$ cat config.mk
export PLATFORM = sky130hd
export DESIGN_NAME = rgb_pwm_ctrl_flat
export DESIGN_NICKNAME = d
export VERILOG_FILES = /design/src/rtl/rgb_pwm_ctrl_if.sv /design/src/rtl/rgb_pwm_ctrl.sv /design/src/flat_wrapper.sv
export SDC_FILE = /design/constraint.sdc
export NUM_CORES = 1
export LEC_CHECK = 0
export CORE_MARGIN = 2
export CORE_UTILIZATION = 40
export CTS_CLUSTER_DIAMETER = 80
export DETAILED_ROUTE_END_ITERATION = 6
export DONT_BUFFER_PORTS = 1
export SETUP_SLACK_MARGIN = 0.2
export SLEW_MARGIN = 20
export SYNTH_ARGS = -nofsm -noshare
export SYNTH_HDL_FRONTEND = slang
export SYNTH_SLANG_ARGS = --single-unit
$ cat constraint.sdc
create_clock -name clk -period 5.03 [get_ports clk]
set_clock_uncertainty 0.15 [all_clocks]
set_input_delay 1.006 -clock clk [delete_from_list [all_inputs] [get_ports clk]]
set_output_delay 1.006 -clock clk [all_outputs]
set_load 0.02 [all_outputs]
$ cat src/rtl/rgb_pwm_ctrl_if.sv
// Key-pulse inputs, PWM tick enable and select/LED outputs of rgb_pwm_ctrl.
// The controller sits on the slave side; the debouncers and prescaler drive the master side.
interface rgb_pwm_ctrl_if;
    logic       ce_pwm;
    logic       key_sel;
    logic       key_up;
    logic       key_dn;
    logic [1:0] sel_out;
    logic       led_r;
    logic       led_g;
    logic       led_b;

    modport master (
        output ce_pwm, key_sel, key_up, key_dn,
        input  sel_out, led_r, led_g, led_b
    );

    modport slave (
        input  ce_pwm, key_sel, key_up, key_dn,
        output sel_out, led_r, led_g, led_b
    );
endinterface

$ cat src/rtl/rgb_pwm_ctrl.sv
// Three-channel RGB PWM controller: key pulses select a channel and step its duty;
// a shared period counter drives registered LED outputs with period-aligned duty updates.
module rgb_pwm_ctrl #(
    parameter int unsigned PWM_W     = 8,
    parameter int unsigned STEP      = 16,
    parameter int unsigned INIT_DUTY = 0
) (
    input logic           clk,
    input logic           clr,
    rgb_pwm_ctrl_if.slave bus
);

    localparam logic [PWM_W-1:0] CntMax   = {PWM_W{1'b1}};
    localparam logic [PWM_W:0]   StepExt  = (PWM_W + 1)'(STEP);
    localparam logic [PWM_W-1:0] InitDuty = PWM_W'(INIT_DUTY);

    typedef enum logic [1:0] {
        SelR = 2'd0,
        SelG = 2'd1,
        SelB = 2'd2
    } sel_e;

    sel_e             sel_q;
    logic [1:0]       chan;
    logic [PWM_W-1:0] duty_q [3];
    logic [PWM_W-1:0] duty_d [3];
    logic [PWM_W-1:0] act_q  [3];
    logic [PWM_W-1:0] cnt_q;
    logic [2:0]       led_q;

    logic [PWM_W-1:0] cur_duty;
    logic [PWM_W:0]   up_sum;
    logic [PWM_W-1:0] up_val;
    logic [PWM_W-1:0] dn_val;
    logic [PWM_W-1:0] new_duty;
    logic             adjust;
    logic             wrap;

    assign chan = sel_q;

    // Select FSM; an illegal encoding falls back to red on the next edge.
    always_ff @(posedge clk or negedge clr) begin
        if (!clr) begin
            sel_q <= SelR;
        end else begin
            case (sel_q)
                SelR:    if (bus.key_sel) sel_q <= SelG;
                SelG:    if (bus.key_sel) sel_q <= SelB;
                SelB:    if (bus.key_sel) sel_q <= SelR;
                default: sel_q <= SelR;
            endcase
        end
    end

    always_comb begin
        cur_duty = '0;
        for (int i = 0; i < 3; i++) begin
            if (chan == 2'(i)) cur_duty = duty_q[i];
        end
    end

    // One-bit-wider sum so the saturation test cannot be fooled by a wrap.
    assign up_sum   = {1'b0, cur_duty} + StepExt;
    assign up_val   = up_sum[PWM_W] ? CntMax : up_sum[PWM_W-1:0];
    assign dn_val   = ({1'b0, cur_duty} < StepExt) ? '0 : (cur_duty - StepExt[PWM_W-1:0]);
    assign new_duty = bus.key_up ? up_val : dn_val;
    assign adjust   = (bus.key_up ^ bus.key_dn) && (chan != 2'd3);

    always_comb begin
        for (int i = 0; i < 3; i++) begin
            duty_d[i] = duty_q[i];
            if (adjust && (chan == 2'(i))) duty_d[i] = new_duty;
        end
    end

    assign wrap = bus.ce_pwm && (cnt_q == CntMax);

    // act captures the pre-edge duty, so a duty written on the wrap edge waits a period.
    always_ff @(posedge clk or negedge clr) begin
        if (!clr) begin
            cnt_q <= '0;
            led_q <= '0;
            for (int i = 0; i < 3; i++) begin
                duty_q[i] <= InitDuty;
                act_q[i]  <= InitDuty;
            end
        end else begin
            if (bus.ce_pwm) cnt_q <= cnt_q + PWM_W'(1);
            for (int i = 0; i < 3; i++) begin
                duty_q[i] <= duty_d[i];
                if (wrap) act_q[i] <= duty_q[i];
                led_q[i] <= (cnt_q < act_q[i]);
            end
        end
    end

    assign bus.sel_out = chan;
    assign bus.led_r   = led_q[0];
    assign bus.led_g   = led_q[1];
    assign bus.led_b   = led_q[2];

`ifndef SYNTHESIS
    sel_legal_a: assert property (@(posedge clk) disable iff (!clr) chan != 2'd3);
`endif

endmodule
$ cat src/flat_wrapper.sv
// flat-port wrapper written by rule: the top's interface ports become plain ports
module rgb_pwm_ctrl_flat 
#(
    parameter int unsigned PWM_W     = 8,
    parameter int unsigned STEP      = 16,
    parameter int unsigned INIT_DUTY = 0
)
  (clk, clr, bus_ce_pwm, bus_key_sel, bus_key_up, bus_key_dn, bus_sel_out, bus_led_r, bus_led_g, bus_led_b);
  rgb_pwm_ctrl_if bus_i ();
  input logic clk;
  input logic clr;
  input wire logic [$bits(bus_i.ce_pwm)-1:0] bus_ce_pwm;
  input wire logic [$bits(bus_i.key_sel)-1:0] bus_key_sel;
  input wire logic [$bits(bus_i.key_up)-1:0] bus_key_up;
  input wire logic [$bits(bus_i.key_dn)-1:0] bus_key_dn;
  output wire logic [$bits(bus_i.sel_out)-1:0] bus_sel_out;
  output wire logic [$bits(bus_i.led_r)-1:0] bus_led_r;
  output wire logic [$bits(bus_i.led_g)-1:0] bus_led_g;
  output wire logic [$bits(bus_i.led_b)-1:0] bus_led_b;
  assign bus_i.ce_pwm = bus_ce_pwm;
  assign bus_i.key_sel = bus_key_sel;
  assign bus_i.key_up = bus_key_up;
  assign bus_i.key_dn = bus_key_dn;
  assign bus_sel_out = bus_i.sel_out;
  assign bus_led_r = bus_i.led_r;
  assign bus_led_g = bus_i.led_g;
  assign bus_led_b = bus_i.led_b;
  rgb_pwm_ctrl #(.PWM_W(PWM_W), .STEP(STEP), .INIT_DUTY(INIT_DUTY)) u_core (.clk(clk), .clr(clr), .bus(bus_i));
endmodule
==> results of run 1 <==
-- sequential cells by signal, summed over array words and instances (netlist names) --
name,flops
u_core.act_q,24
u_core.duty_q,24
u_core.cnt_q,8
u_core.led_q,3
u_core.bus.sel_out,2
-- layout make-up --
type | instances | area (µm²)
Fill cell | 738 | 4240
Sequential cell | 61 | 1530
Multi-Input combinational cell | 220 | 1480
Clock buffer | 12 | 155
Tap cell | 102 | 128
Inverter | 26 | 97.6
Clock inverter | 4 | 70.1
Timing Repair Buffer | 3 | 22.5
-- cell families after synthesis --
group                      count (synthesis)
adders and majority gates                 24
and+or+nand+nor                           91
DFF                                       61
buffers and inverters                     39
AOI/OAI and AO/OA                         69
xor gates and xnor gates                   9
muxes                                     27
-- worst max-delay path, stage by stage, from the launching register on --
cell and delay, ns:
dfrtp_1 0.83, nor2b_4 0.45, a2bb2oi_2 0.14, inv_1 0.13, ha_1 0.23, nor2_1 0.07
mux2_1 0.31, mux2i_1 0.25, mux2_2 0.20
-- synthesized netlist by cell type, types with 2 or more instances --
library cell	count
clkbuf_1	6
a2bb2oi_2	4
nand4_1	3
o41ai_1	3
nand3_1	3
o21ai_0	28
ha_1	24
inv_1	26
buf_2	2
nor3_1	5
nand2_1	30
nand2b_1	3
buf_6	3
xor2_1	3
nor2b_1	3
dfrtp_1	61
mux2i_1	13
xnor2_1	6
and3_1	2
o2bb2ai_1	2
nor2_1	38
a21oi_1	27
mux2_2	13
-- path summary, 6_finish.rpt --
path,start,end,slack (ns),cells after the start
max,u_core.bus.sel_out[1],u_core.duty_q[15],2.22,8
min reg2reg,u_core.act_q[0],u_core.act_q[0],0.36,1
min in group clk,u_core.act_q[0],u_core.act_q[0],0.36,1
min,clr,u_core.act_q[23],0.20,0
max reg2reg,u_core.bus.sel_out[1],u_core.duty_q[15],2.22,8
max in group asynchronous,clr,u_core.act_q[16],4.42,0
-- routing by layer --
| layer | vias to the layer above | wire length (µm) | global-route usage, % |
|---|---|---|---|
| met2 | 23 | 2870 | 24.0 |
| met4 | 0 | 65 | 5.39 |
| met3 | 7 | 185 | 4.59 |
| met1 | 1031 | 3160 | 20.8 |
| li1 | 1087 | - | - |
| met5 | - | 0 | 0 |
-- power by group through the flow --
stage / clock network [µW] / logic [µW] / registers, µW
after floorplan: 0 / 664 / 741
after global placement: 0 / 697 / 830
after detailed placement: 0 / 715 / 833
after CTS: 507 / 719 / 823
after global routing: 524 / 812 / 844
final: 493 / 720 / 822
-- stage by stage --
| stage | setup slack, ns | cells | utilization (%) | instance area, µm² |
|---|---|---|---|---|
| 6_report | 2.22 | 428 | 45.1 | 3480 |
| 5_1_grt | 2.03 | 428 | 45.1 | 3480 |
| 4_1_cts | 2.23 | 428 | 45.1 | 3480 |
| 3_5_place_dp | 2.26 | 412 | 42.2 | 3260 |
| 3_3_place_gp | 2.32 | 412 | 42.2 | 3260 |
| 2_1_floorplan | 2.62 | 320 | - | 3210 |
==> flow_summary_export.csv, run 1 <==
group,metric,value,unit
synth,syn-num-nets,350,
cells_and_area,diodes,0,
route,drt_iter0_drc,98,
synth,synth.largest_area_cell,"dfrtp_1",
power_and_ir_drop,internal-power,1270,µW
sta,max-slew-margin-rel,30.8,%
die,die_area,0.00875,mm²
route,avgRoutedWirePerCell,14.7,µm
cts,post_cts.repair.setup_buffers,0,
synth,synthCells,320,
job,cap_violations,0,
worst_setup_path,crit_required,5.16,ns
route,viasPerCell,5.02,
cells_and_area,drive_gt1_share,11.7,%
synth,synth-compound-area-share,12.9,%
sta,period_minus_slack,2.81,ns
synth,synth-async-reset-ratio,100,%
cts,ctsResizeCount,0,
synth,synth-edff-count,0,
route,drtAntennaViolNets,0,
cts,cts_buffers,9,
cells_and_area,layout_common_cells,"dfrtp_1, nor2_1, nand2_1, o21ai_0, a21oi_1",
cts,clkLatencyLatePin,0.34,ns
sta,hold_slack,0.204,ns
route,drc,0,
synth,synth_top_area_share,47.6,%
die,die_height,93.5,µm
sta,finalSetupViolations,0,
placed_design,port_buffers,0,
outcome,status,"finished clean",
cts,cts.sinks,61,
power_and_ir_drop,power_switching,762,µW
synth,synth-simple-area-share,12.5,%
synth,syn_area,0.00321,mm²
die,rows,32,
die,ios,11,
worst_setup_path,path_max_fanout,17,
cts,root_buffer,"clkbuf_8",
global_route,grt_first_pass_wirelength,10300,µm
die,initial_core_util,41.5,%
cells_and_area,final_common_cell,"dfrtp_1",
route,wirelength,6280,µm
sta,rsz0062_at_grt,"false",
power_and_ir_drop,sequentialPowerShare,40.4,%
worst_setup_path,worstPathArrival,2.95,ns
route,via_count,2148,
die,core,0.00773,mm²
synth,synth_top_family_by_area,"compound AO/OA/AOI/OAI gates",
synth,synth_seq_cells,61,
sta,fmax,355,MHz
placed_design,dp_hpwl,4350,µm
global_route,grt_max_degree,62,
worst_setup_path,worst_setup_path_start_kind,"flop",
sta,fin_crit_sh,56.0,%
global_route,grt_pass1_vias,2121,
power_and_ir_drop,power_frac_clock,24.2,%
synth,synthAdderAreaFrac,9.37,%
placed_design,place.gp.congestion,0.731,
sta,worstMarginPinSlew,1.03,ns
worst_setup_path,cp-end-kind,"flop",
global_route,overflow,0,
power_and_ir_drop,p_sw_share,37.5,%
sta,slew_viol_final,0,
worst_setup_path,critical_path_class,"flop to flop",
synth,ys_warn_count,0,
route,dr.pass1.iters,4,
cts,clk_pin_slew_worst_paths,0.07,ns
synth,avgSynthCellArea,10.0,µm²
synth,ys_seq_area_share,47.6,%
synth,synth_cell_types,35,
cts,cts_tree,"done",
power_and_ir_drop,p_comb_share,35.4,%
synth,yosys_most_used_dff,"dfrtp_1",
synth,synth-xor-area-share,2.46,%
worst_hold_path,hold_class,"primary input to async pin",
global_route,grt_usage,15.5,%
die,die_w,93.5,µm
sta,tns,0,ns
power_and_ir_drop,p_total,2040,µW
sta,hold_viol,0,
global_route,antenna_found_initial,0,
power_and_ir_drop,powerDensity,584,mW/mm²
synth,synth_area_leaders,"dfrtp_1, ha_1, mux2_2",
cells_and_area,area_growth,8.67,%
cells_and_area,final_nets,351,
synth,synthMuxAreaShare,8.98,%
cts,clockBufferDepth,2,
cts,htreeDepth,3,
power_and_ir_drop,total_leakage_power,0.00163,µW
cts,postCtsHoldBufs,0,
power_and_ir_drop,vdd_drop_max,0.000257,V
Power figures use the tool's default switching activity.
==> run 2, diff against run 1 <==
==> constraint.sdc (replaced) <==
create_clock -name clk -period 2.4 [get_ports clk]
set_clock_uncertainty 0.15 [all_clocks]
set_input_delay 0.48 -clock clk [delete_from_list [all_inputs] [get_ports clk]]
set_output_delay 0.48 -clock clk [all_outputs]
set_load 0.02 [all_outputs]
==> run 2 against run 1 <==
Sequential share of layout area shrank 2.7 points. Worst hold slack lost 0.14 ns. Count of clock-buffer cells in the layout decreased by 3. Global-route usage up 0.098 points. Combinational power rose to 2.7 times the previous value. Final area grew 6.6%. Die area unchanged. Final cell count up 3.3%. Largest cell class is now multi-input gates.
==> flow_summary_export.csv, run 2 (synthesized netlist as in run 1, its figures left out) <==
group,metric,value,unit
sta,fin_ws,0.267,ns
cells_and_area,layout_common_cells,"dfrtp_1, nor2_1, nand2_1, o21ai_0, inv_1",
cells_and_area,final_common_cell,"dfrtp_1",
route,drt_iter0_drc,90,
die,die_height,93.5,µm
sta,tns,0,ns
cells_and_area,area_growth,15.8,%
job,cap_violations,0,
cells_and_area,largestRegisters,"u_core.act_q x24, u_core.duty_q x24, u_core.cnt_q x8",
cells_and_area,diodes,0,
power_and_ir_drop,total_leakage_power,0.00171,µW
global_route,grt_pass1_vias,2182,
worst_setup_path,startpoint,"u_core.bus.sel_out[0]",
route,viasPerCell,5.01,
cells_and_area,seq_area,0.00153,mm²
route,avgRoutedWirePerCell,14.4,µm
sta,period_minus_slack,2.13,ns
global_route,antenna_found_initial,0,
placed_design,dp_slack,0.166,ns
route,dr.pass1.iters,4,
cells_and_area,multiInputGateArea,0.00154,mm²
sta,slew_viol_final,0,
cts,clkLatencyLatePin,0.35,ns
sta,hold_slack,0.0614,ns
sta,hold_viol,0,
cts,clk_pin_slew_worst_paths,0.07,ns
worst_setup_path,cp-end-kind,"flop",
worst_setup_path,worst_setup_path_start_kind,"flop",
worst_setup_path,cp-endpoint,"u_core.duty_q[20]",
route,drc,0,
cts,cts.sinks,61,
sta,worstMarginPinSlew,0.548,ns
die,initial_core_util,41.5,%
worst_setup_path,cpMostUsedCell,"a2bb2oi_2",
sta,max-slew-margin-rel,63.2,%
worst_setup_path,reg2regPathDepth,7,
die,rows,32,
global_route,grt_first_pass_wirelength,10600,µm
global_route,grt_max_degree,62,
worst_setup_path,crit_path_max_incr_delay,0.47,ns
global_route,grt_usage,15.6,%
worst_setup_path,r2r_end,"u_core.duty_q[20]",
worst_hold_path,hold_class,"primary input to flop",
route,via_count,2216,
worst_setup_path,slowest_stage,"dfrtp_2",
worst_setup_path,critical_path_class,"flop to flop",
cts,root_buffer,"clkbuf_8",
power_and_ir_drop,vdd_drop_max,0.000447,V
sta,finalSetupViolations,0,
worst_setup_path,crit_required,2.48,ns
cts,cts_tree,"done",
placed_design,place.gp.congestion,0.855,
cts,cts_buffers,9,
cells_and_area,fillers,715,
power_and_ir_drop,p_total,4770,µW
die,die_area,0.00875,mm²
cts,clockBufferDepth,2,
die,die_w,93.5,µm
sta,rsz0062_at_grt,"false",
outcome,status,"finished clean",
placed_design,dp_hpwl,4480,µm
cts,htreeDepth,3,
route,wirelength,6380,µm
worst_setup_path,r2r_start,"u_core.bus.sel_out[0]",
worst_setup_path,path_cells,"mux2i_1, a2bb2oi_2, ha_2, and3_4, nor2_2, a2bb2oi_2, mux2_2",
sta,fin_crit_sh,88.9,%
cells_and_area,final_nets,365,
die,ios,11,
worst_setup_path,path_max_fanout,7,
placed_design,port_buffers,0,
route,drtAntennaViolNets,0,
global_route,overflow,0,
power_and_ir_drop,powerDensity,1280,mW/mm²
worst_setup_path,worstPathArrival,2.22,ns
sta,fmax,469,MHz
cells_and_area,drive_gt1_share,19.4,%
worst_setup_path,rrSetupSlack,0.27,ns
cells_and_area,utilization,48.1,%
die,core,0.00773,mm²
-- run 2: changes by cell type in the layout (fill, tap and decap cells not counted), moves of 2 or more --
cell	previous run	this run
ha_1	24	22
a21oi_1	27	23
clkbuf_8	11	9
buf_4	3	14
a21oi_2	0	4
bufinv_16	2	4
-- run 2: what timing repair did --
action                                  CTS  global route
setup buffers                             3             2
hold buffers                              2             0
endpoints found under the setup margin   21            24
cloned                                    0             0
endpoints found under the hold margin    61             0
gates resized for setup                   3            10
-- run 2: how the worst min path moves through the flow --
stage	cells past startpoint	from	to	slack, ns
after floorplan	0	clr	u_core.act_q[0]	0.03
after global placement	0	clr	u_core.act_q[15]	0.04
after detailed placement	0	clr	u_core.act_q[14]	0.04
after CTS	1	bus_ce_pwm	u_core.cnt_q[0]	0.05
after global routing	1	bus_ce_pwm	u_core.cnt_q[0]	0.05
final	1	bus_ce_pwm	u_core.cnt_q[0]	0.06
-- run 2: worst max-delay path: cells and delay by family (launching register included) --
| kind | cells | cell delay (ns) |
|---|---|---|
| mux | 2 | 0.50 |
| flops | 1 | 0.47 |
| compound gates | 2 | 0.36 |
| simple gates | 2 | 0.27 |
| fa+ha+maj | 1 | 0.25 |
-- run 2: where the power goes --
| group | switching, µW | internal, µW |
|---|---|---|
| Sequential | 334 | 1300 |
| Combinational | 995 | 926 |
| Clock | 425 | 791 |
-- run 2: routing by layer --
layer  vias to the layer above  routed length, µm  global-route usage [%]
li1                       1121                  -                       -
met1                      1062               3110                    20.8
met2                        24               2990                    24.6
met3                         9                154                    2.90
met4                         0                115                    7.48
met5                         -                  0                       0
-- run 2: through the flow --
step	instances	instance area [µm²]
finish	442	3710
global route	442	3710
CTS	440	3660
detailed placement	419	3330
global placement	419	3330
floorplan	320	3220
-- run 2: cell type report --
class / instances / area share (%)
Multi-Input combinational cell: 220 / 41.4
Clock inverter: 7 / 3.71
Tap cell: 102 / 3.44
Timing Repair Buffer: 17 / 4.38
Inverter: 26 / 2.63
Clock buffer: 9 / 3.34
Sequential cell: 61 / 41.1
==> run 3, diff against run 2 <==
--- a/config.mk
+++ b/config.mk
@@ -10,6 +10,7 @@
 export CTS_CLUSTER_DIAMETER = 80
 export DETAILED_ROUTE_END_ITERATION = 6
 export DONT_BUFFER_PORTS = 1
+export MAX_ROUTING_LAYER = met4
 export SETUP_SLACK_MARGIN = 0.2
 export SLEW_MARGIN = 20
 export SYNTH_ARGS = -nofsm -noshare
==> run 3 against run 2 <==
Worst setup slack hardly changed. Register-to-register slack barely moved. Sequential power is essentially flat. Sequential share of layout area stayed put. Core utilization unchanged. Critical path depth unchanged. Clock power barely moved. Highest routed layer unchanged. Count of clock-buffer cells in the layout did not move. Global-route usage increased by 0.50 points.
==> flow_summary_export.csv, run 3 (synthesized netlist as in run 1, its figures left out) <==
group,metric,value,unit
sta,max-slew-margin-rel,64.0,%
cells_and_area,diodes,0,
outcome,status,"finished clean",
sta,hold_viol,0,
die,ios,11,
global_route,overflow,0,
cts,htreeDepth,3,
route,drt_iter0_drc,98,
worst_setup_path,cpMostUsedCell,"a2bb2oi_2",
cts,cts_tree,"done",
placed_design,dp_hpwl,4480,µm
worst_setup_path,worstPathArrival,2.21,ns
power_and_ir_drop,p_total,4770,µW
die,die_height,93.5,µm
worst_setup_path,reg2regPathDepth,7,
global_route,grt_pass1_vias,2182,
die,die_area,0.00875,mm²
worst_setup_path,rrSetupSlack,0.27,ns
worst_hold_path,hold_depth,1,
cts,cts.sinks,61,
worst_setup_path,cp-end-kind,"flop",
placed_design,port_buffers,0,
sta,worstMarginPinSlew,0.536,ns
cells_and_area,drive_gt1_share,19.4,%
worst_setup_path,path_max_fanout,7,
global_route,grt_first_pass_wirelength,10600,µm
route,wirelength,6380,µm
die,rows,32,
cells_and_area,layout_common_cells,"dfrtp_1, nor2_1, nand2_1, o21ai_0, inv_1",
sta,tns,0,ns
sta,fin_crit_sh,88.9,%
worst_hold_path,hold_class,"primary input to flop",
cells_and_area,largestRegisters,"u_core.act_q x24, u_core.duty_q x24, u_core.cnt_q x8",
route,viasPerCell,5.02,
cts,cts_buffers,9,
worst_hold_path,whs_endpoint,"u_core.cnt_q[0]",
power_and_ir_drop,total_leakage_power,0.00171,µW
cells_and_area,final_common_cell,"dfrtp_1",
sta,fmax,469,MHz
route,avgRoutedWirePerCell,14.4,µm
sta,hold_slack,0.0674,ns
worst_setup_path,worst_setup_path_start_kind,"flop",
cells_and_area,fillers,715,
route,drc,0,
placed_design,dp_slack,0.166,ns
cts,root_buffer,"clkbuf_8",
worst_hold_path,worstHoldStart,"bus_ce_pwm",
sta,slew_viol_final,0,
worst_setup_path,crit_path_max_incr_delay,0.47,ns
sta,period_minus_slack,2.13,ns
route,dr.pass1.iters,4,
cts,clkLatencyLatePin,0.35,ns
die,initial_core_util,41.5,%
die,die_w,93.5,µm
power_and_ir_drop,powerDensity,1280,mW/mm²
route,via_count,2220,
worst_setup_path,r2r_start,"u_core.bus.sel_out[0]",
placed_design,place.gp.congestion,0.869,
worst_setup_path,critical_path_class,"flop to flop",
worst_setup_path,crit_required,2.48,ns
sta,finalSetupViolations,0,
worst_setup_path,path_cells,"mux2i_1, a2bb2oi_2, ha_2, and3_4, nor2_2, a2bb2oi_2, mux2_2",
power_and_ir_drop,vdd_drop_max,0.000448,V
worst_setup_path,r2r_end,"u_core.duty_q[20]",
cells_and_area,area_growth,15.8,%
job,cap_violations,0,
global_route,antenna_found_initial,0,
sta,rsz0062_at_grt,"false",
cts,clockBufferDepth,2,
route,drtAntennaViolNets,0,
worst_setup_path,slowest_stage,"dfrtp_2",
cts,clk_pin_slew_worst_paths,0.08,ns
die,core,0.00773,mm²
global_route,grt_usage,16.1,%
global_route,grt_max_degree,62,
cells_and_area,final_nets,365,
sta,fin_ws,0.267,ns
## run 3: layout make-up
| cell class | count | area, µm² | area share [%] |
|---|---|---|---|
| tap | 102 | 128 | 3.44 |
| timing repair buffer | 17 | 163 | 4.38 |
| inverter | 26 | 97.6 | 2.63 |
| multi-input combinational | 220 | 1540 | 41.4 |
| sequential | 61 | 1530 | 41.1 |
| clock inverter | 7 | 138 | 3.71 |
| clock buffer | 9 | 124 | 3.34 |
## run 3: per-layer routing
metal / share of wire (%) / global-route usage [%] / wire length [µm] / vias up
met5: 0 / - / 0 / -
met4: 0.86 / 7.48 / 55 / 0
met3: 2.7 / 3.14 / 175 / 6
met2: 48 / 24.5 / 3070 / 33
met1: 48 / 20.9 / 3080 / 1059
li1: - / - / - / 1122
## run 3: how the worst max path moves through the flow
| stage | slack (ns) | to | start |
|---|---|---|---|
| floorplan | 0.15 | u_core.duty_q[20] | u_core.bus.sel_out[0] |
| global placement | 0.20 | u_core.duty_q[23] | u_core.bus.sel_out[0] |
| detailed placement | 0.17 | u_core.duty_q[2] | u_core.bus.sel_out[0] |
| CTS | 0.22 | u_core.duty_q[23] | u_core.bus.sel_out[0] |
| global route | 0.20 | u_core.duty_q[23] | u_core.bus.sel_out[0] |
| finish | 0.27 | u_core.duty_q[20] | u_core.bus.sel_out[0] |
## run 3: what timing repair did
action,in CTS,in global routing
resized for setup,3,10
endpoints found under the hold margin,61,0
hold buffers,2,0
setup endpoints to repair,21,24
setup buffers,3,2
## run 3: worst max-delay path, delay by kind of cell, from the launching register on
| kind | cells | cell delay [ns] |
|---|---|---|
| AND/OR/NAND/NOR | 2 | 0.27 |
| multiplexers | 2 | 0.50 |
| adder cells (fa/ha/maj) | 1 | 0.25 |
| flip-flops | 1 | 0.47 |
| AO/OA/AOI/OAI | 2 | 0.36 |
## run 3: stage by stage
step / area, µm² / cells / utilization, %
after floorplan: 3220 / 320 / -
after global placement: 3330 / 419 / 43.1
after detailed placement: 3330 / 419 / 43.1
after CTS: 3660 / 440 / 47.4
after global routing: 3710 / 442 / 48.1
final: 3710 / 442 / 48.1
## run 3: report_power, final
part | total, µW | internal [µW] | switching, µW
logic | 1920 | 926 | 994
registers | 1640 | 1300 | 335
clock network | 1210 | 791 | 422
total | 4770 | 3020 | 1750
